**src/rtl/mult_fu_pkg.sv**
```systemverilog
// Shared types for the multiply functional unit: issue packet, CDB result and per-stage state.
package mult_fu_pkg;

  localparam int unsigned NUM_FU_MULT = 1;

  typedef logic [31:0] DATA;
  typedef logic [5:0]  PHYS_REG_IDX;

  typedef enum logic [1:0] {
    MUL    = 2'd0,
    MULH   = 2'd1,
    MULHSU = 2'd2,
    MULHU  = 2'd3
  } MULT_FUNC;

  typedef struct packed {
    logic        valid;
    DATA         source_reg_1;
    DATA         source_reg_2;
    MULT_FUNC    mult_func;
    PHYS_REG_IDX dest_reg_idx;
  } MULT_PACKET;

  typedef struct packed {
    logic        valid;
    PHYS_REG_IDX dest_reg_idx;
    DATA         result;
  } MULT_RESULT;

  typedef struct packed {
    logic        valid;
    PHYS_REG_IDX dest_reg_idx;
    MULT_FUNC    mult_func;
    logic [63:0] mcand;
    logic [63:0] mplier;
    logic [63:0] prod;
  } MULT_STAGE_PACKET;

  function automatic logic [63:0] ext64(DATA v, logic sgn);
    return sgn ? {{32{v[31]}}, v} : {32'b0, v};
  endfunction

endpackage

```
**src/rtl/mult_stage.sv**
```systemverilog
// One partial-product step: folds the low ChunkBits of the multiplier into the running product.
module mult_stage
  import mult_fu_pkg::*;
#(
  parameter int unsigned ChunkBits = 16
) (
  input  MULT_STAGE_PACKET stage_i,
  output MULT_STAGE_PACKET stage_o
);

  logic [63:0] mplier_chunk;

  always_comb begin
    mplier_chunk    = 64'(stage_i.mplier[ChunkBits-1:0]);
    stage_o         = stage_i;
    stage_o.prod    = stage_i.prod + stage_i.mcand * mplier_chunk;
    stage_o.mcand   = stage_i.mcand << ChunkBits;
    stage_o.mplier  = stage_i.mplier >> ChunkBits;
  end

endmodule

```
**src/rtl/mult_fu.sv**
```systemverilog
// Pipelined multiply FU with CDB request/grant backpressure; NUM_STAGES in {2, 4, 8}.
// Defining MULT_SQUASH_EN adds a squash input that drops every op in flight.
module mult_fu
  import mult_fu_pkg::*;
#(
  parameter int unsigned NUM_STAGES = 4
) (
  input  logic       clock,
  input  logic       reset,
`ifdef MULT_SQUASH_EN
  input  logic       squash,
`endif
  input  MULT_PACKET mult_packet,
  input  logic       mult_cdb_gnt,
  output logic       mult_free,
  output logic       mult_cdb_req,
  output MULT_RESULT mult_result
);

  localparam int unsigned ChunkBits = 64 / NUM_STAGES;

  MULT_STAGE_PACKET entry;
  MULT_STAGE_PACKET stage_in  [NUM_STAGES];
  MULT_STAGE_PACKET stage_out [NUM_STAGES];
  MULT_STAGE_PACKET stage_q   [NUM_STAGES];
  MULT_STAGE_PACKET stage_d   [NUM_STAGES];
  logic             stall;
  logic             flush;

`ifdef MULT_SQUASH_EN
  assign flush = squash;
`else
  assign flush = 1'b0;
`endif

  always_comb begin
    entry              = '0;
    entry.valid        = mult_packet.valid;
    entry.dest_reg_idx = mult_packet.dest_reg_idx;
    entry.mult_func    = mult_packet.mult_func;
    entry.mcand        = ext64(mult_packet.source_reg_1,
                               (mult_packet.mult_func == MULH) ||
                               (mult_packet.mult_func == MULHSU));
    entry.mplier       = ext64(mult_packet.source_reg_2, mult_packet.mult_func == MULH);
  end

  // Chunk 0 is folded in ahead of the stage-0 register.
  always_comb begin
    stage_in[0] = entry;
    for (int unsigned i = 1; i < NUM_STAGES; i++) begin
      stage_in[i] = stage_q[i-1];
    end
  end

  for (genvar g = 0; g < NUM_STAGES; g++) begin : g_stage
    mult_stage #(
      .ChunkBits(ChunkBits)
    ) u_stage (
      .stage_i(stage_in[g]),
      .stage_o(stage_out[g])
    );
  end

  assign mult_cdb_req = stage_q[NUM_STAGES-2].valid;
  assign stall        = mult_cdb_req & ~mult_cdb_gnt;
  assign mult_free    = ~stall;

  // The last stage is the result register; it drops its valid on a stall so a
  // result is never presented for two cycles.
  always_comb begin
    stage_d = stage_q;
    if (flush) begin
      for (int unsigned i = 0; i < NUM_STAGES; i++) begin
        stage_d[i].valid = 1'b0;
      end
    end else if (stall) begin
      stage_d[NUM_STAGES-1].valid = 1'b0;
    end else begin
      stage_d = stage_out;
    end
  end

  always_ff @(posedge clock) begin
    if (!reset) begin
      for (int unsigned i = 0; i < NUM_STAGES; i++) begin
        stage_q[i] <= '0;
      end
    end else begin
      stage_q <= stage_d;
    end
  end

  always_comb begin
    mult_result              = '0;
    mult_result.valid        = stage_q[NUM_STAGES-1].valid;
    mult_result.dest_reg_idx = stage_q[NUM_STAGES-1].dest_reg_idx;
    mult_result.result       = (stage_q[NUM_STAGES-1].mult_func == MUL) ?
                               stage_q[NUM_STAGES-1].prod[31:0] :
                               stage_q[NUM_STAGES-1].prod[63:32];
  end

endmodule
```
**config.mk**
```make
export PLATFORM = sky130hd
export DESIGN_NAME = mult_fu
export DESIGN_NICKNAME = d
export VERILOG_FILES = /design/src/rtl/mult_fu_pkg.sv /design/src/rtl/mult_stage.sv /design/src/rtl/mult_fu.sv
export SDC_FILE = /design/constraint.sdc
export NUM_CORES = 2
export LEC_CHECK = 0
export BUFFER_PORTS_ARGS = -buffer_cell sky130_fd_sc_hd__buf_2
export CAP_MARGIN = 5
export CELL_PAD_IN_SITES_DETAIL_PLACEMENT = 2
export CELL_PAD_IN_SITES_GLOBAL_PLACEMENT = 2
export CORE_MARGIN = 2
export CORE_UTILIZATION = 42
export DETAILED_ROUTE_END_ITERATION = 10
export PLACE_DENSITY_LB_ADDON = 0.1
export SLEW_MARGIN = 0
export SYNTH_ARGS = -nofsm -noshare
export SYNTH_HDL_FRONTEND = slang
export SYNTH_SLANG_ARGS = --single-unit
```
**constraint.sdc**
```tcl
create_clock -name clock -period 10.5 [get_ports clock]
set_clock_uncertainty 0.1 [all_clocks]
set_input_delay 1.05 -clock clock [delete_from_list [all_inputs] [get_ports clock]]
set_output_delay 1.05 -clock clock [all_outputs]
set_load 0.1 [all_outputs]
```
==> results.ini <==
[run_status]
outcome=complete, no violations

[critical_path]
end_kind=flop
slowest_stage=dfxtp_1
critical_path_buf_inv_count=6
cpMostUsedCell=fa_1
arrival_ns=10.24
critPathMaxStageDelay_ns=1.08
cp_top_family=adder cells
crit_fanout=24
crit_type=reg -> reg
startpoint_type=flop
cp.required_ns=10.95

[cts]
htreeDepth=2
clkSinkCount=392
cts_tree=done
worstSkewPairLatency_ns=0.69
clk_root_buffer_cell=clkbuf_16
path_clk_slew_ns=0.06
cts_setup_buffers=0
ctsResizeCount=0
cts_buffers=52
cts_hold_buf=0
cts_max_path_buffers=3

[global_routing]
grt_max_degree=186
grt-ovfl-total=0
grt_pass1_vias=57800
grt_first_pass_wirelength_um=348000
antenna_found_initial=6
grt_usage=0.297

[sta]
rsz0062_at_grt=no
tns_ns=0
finalSetupViolCount=0
min_period_over_period=0.932
tightest_slew_ns=1.15
setup_ws_ns=0.713
hold_violations=0
fmax_mhz=102
finalCriticalPeriod_ns=9.79
max_slew_margin=0.230
drv_slew=0

[drt]
drc_errors=0
first_pass_iters=5
drtIter0Drc=2146
wirelength_um=222000
ant_nets=0
vias=49400
wl_per_cell_um=24.1
vias_per_cell=5.35

[hold_path]
hold_class=reg -> reg

[power]
pwr_density_cell_nw_per_um2=330
ir_drop_uv=374
p_leak_uw=0.0314
p_total_uw=22200

[flow_run]
drv_cap=0

[placement]
place_ws_ns=0.870
dp_hpwl_um=179000
place_inst=9128
portBuffers=116
place.gp.congestion=0.881

[floorplanning]
row_count=142
dieArea_um2=153000
start_util=0.422
die_y_um=391
io_pins=117
die_w_um=391
core_um2=149000

[final_layout]
stdcell_count=9222
drive_gt1_frac=0.0455
syn_to_final_growth_pct=6.48
nets=8887
fin_util=0.449

[logic_synthesis]
synth.area.top_cells=fa_1, dfxtp_1, nand2_1, inv_1, ha_1
synth-main-ff-cell=dfxtp_1
synth.ff_latch_count=392
synth_edf_count=0
netlist_area_um2=63000
yosysTopAreaCell=fa_1
yosysTopAreaCellShare=0.407
syn_avg_cell_area_um2=8.64
async_reset_ff_frac=0
netlist_instances=7292
syn_nets=9013
yosysMostFrequentCell=nand2_1
synth_common_cells=nand2_1, inv_1, fa_1, a21oi_1, dfxtp_1
ys_types=77
synth_warnings=0
ys_seq_area_frac=0.125

[worst reg2reg max path: cells and delay by family (launching register included)]
| family | cells | cell delay [ns] |
|---|---|---|
| flops | 1 | 1.08 |
| buf+inv | 6 | 0.64 |
| compound gates | 14 | 3.40 |
| simple gates | 5 | 0.58 |
| xor+xnor | 1 | 0.09 |
| fa+ha+maj | 8 | 3.80 |
[state kept, by name (all words and copies together), names as in the netlist]
signal,count
stage_q,66
mult_cdb_req,1
stage_in,318
mult_result,7
[kinds of logic (layout without fill, tap and decap cells)]
group                      count (synthesis)  in the layout  synth area share
buffers and inverters                   1701           1613             0.102
xor gates and xnor gates                 250            250            0.0350
adders and majority gates               1645           1645             0.479
AOI/OAI and AO/OA                        984            984            0.0935
and+or+nand+nor                         2286           2286             0.160
muxes                                     34             34           0.00606
DFF                                      392            392             0.125
other                                      0              2                 0
[layout by cell type (no fill, tap or decap), types with 38 or more instances in the layout]
cell type  count
o21ai_0      122
fa_1        1281
o21a_1        38
xnor2_1      186
buf_4         69
nand2_1     1530
ha_1         364
nand3_1       49
clkbuf_16     52
xor2_1        63
a21oi_1      513
inv_1       1332
and2_1       373
nor2_1       136
dfxtp_1      392
a21o_1       105
buf_2        116
a211oi_1      44
[worst paths after layout]
| kind | start | end | slack, ns | cells after the start |
|---|---|---|---|---|
| worst min register to register | stage_in[410] | stage_in[209] | 0.33 | 2 |
| worst max register to register | stage_in[467] | stage_in[264] | 0.71 | 34 |
| worst max-delay path | stage_in[467] | stage_in[264] | 0.71 | 34 |
| worst min-delay path | stage_in[410] | stage_in[209] | 0.33 | 2 |
[metal layers]
layer,share of wire,track usage,wire length [um]
met4,0.029,0.0809,6460
met5,0,0,0
met3,0.029,0.0238,6480
met2,0.51,0.530,114000
met1,0.43,0.386,95400
[through the flow]
step,area (um2),hold WS (ns)
global route,67100,0.357
CTS,67100,0.331
global placement,65300,0.335
detailed placement,65300,0.344
floorplan,63000,0.327
finish,67100,0.332
[final cells by class]
class / count / area (um2)
Timing Repair Buffer: 187 / 1140
Multi-Input combinational cell: 5199 / 48800
Sequential cell: 392 / 7850
Antenna cell: 2 / 5.00
Fill cell: 16400 / 82300
Tap cell: 2016 / 2520
Clock buffer: 66 / 1400
Clock inverter: 26 / 389
Inverter: 1334 / 5020
[report_power, final]
| part | switching, uW | internal (uW) |
|---|---|---|
| Combinational | 11000 | 7140 |
| Clock | 797 | 1100 |
| Sequential | 295 | 1880 |
No activity file was read; power rests on OpenSTA's default activity.
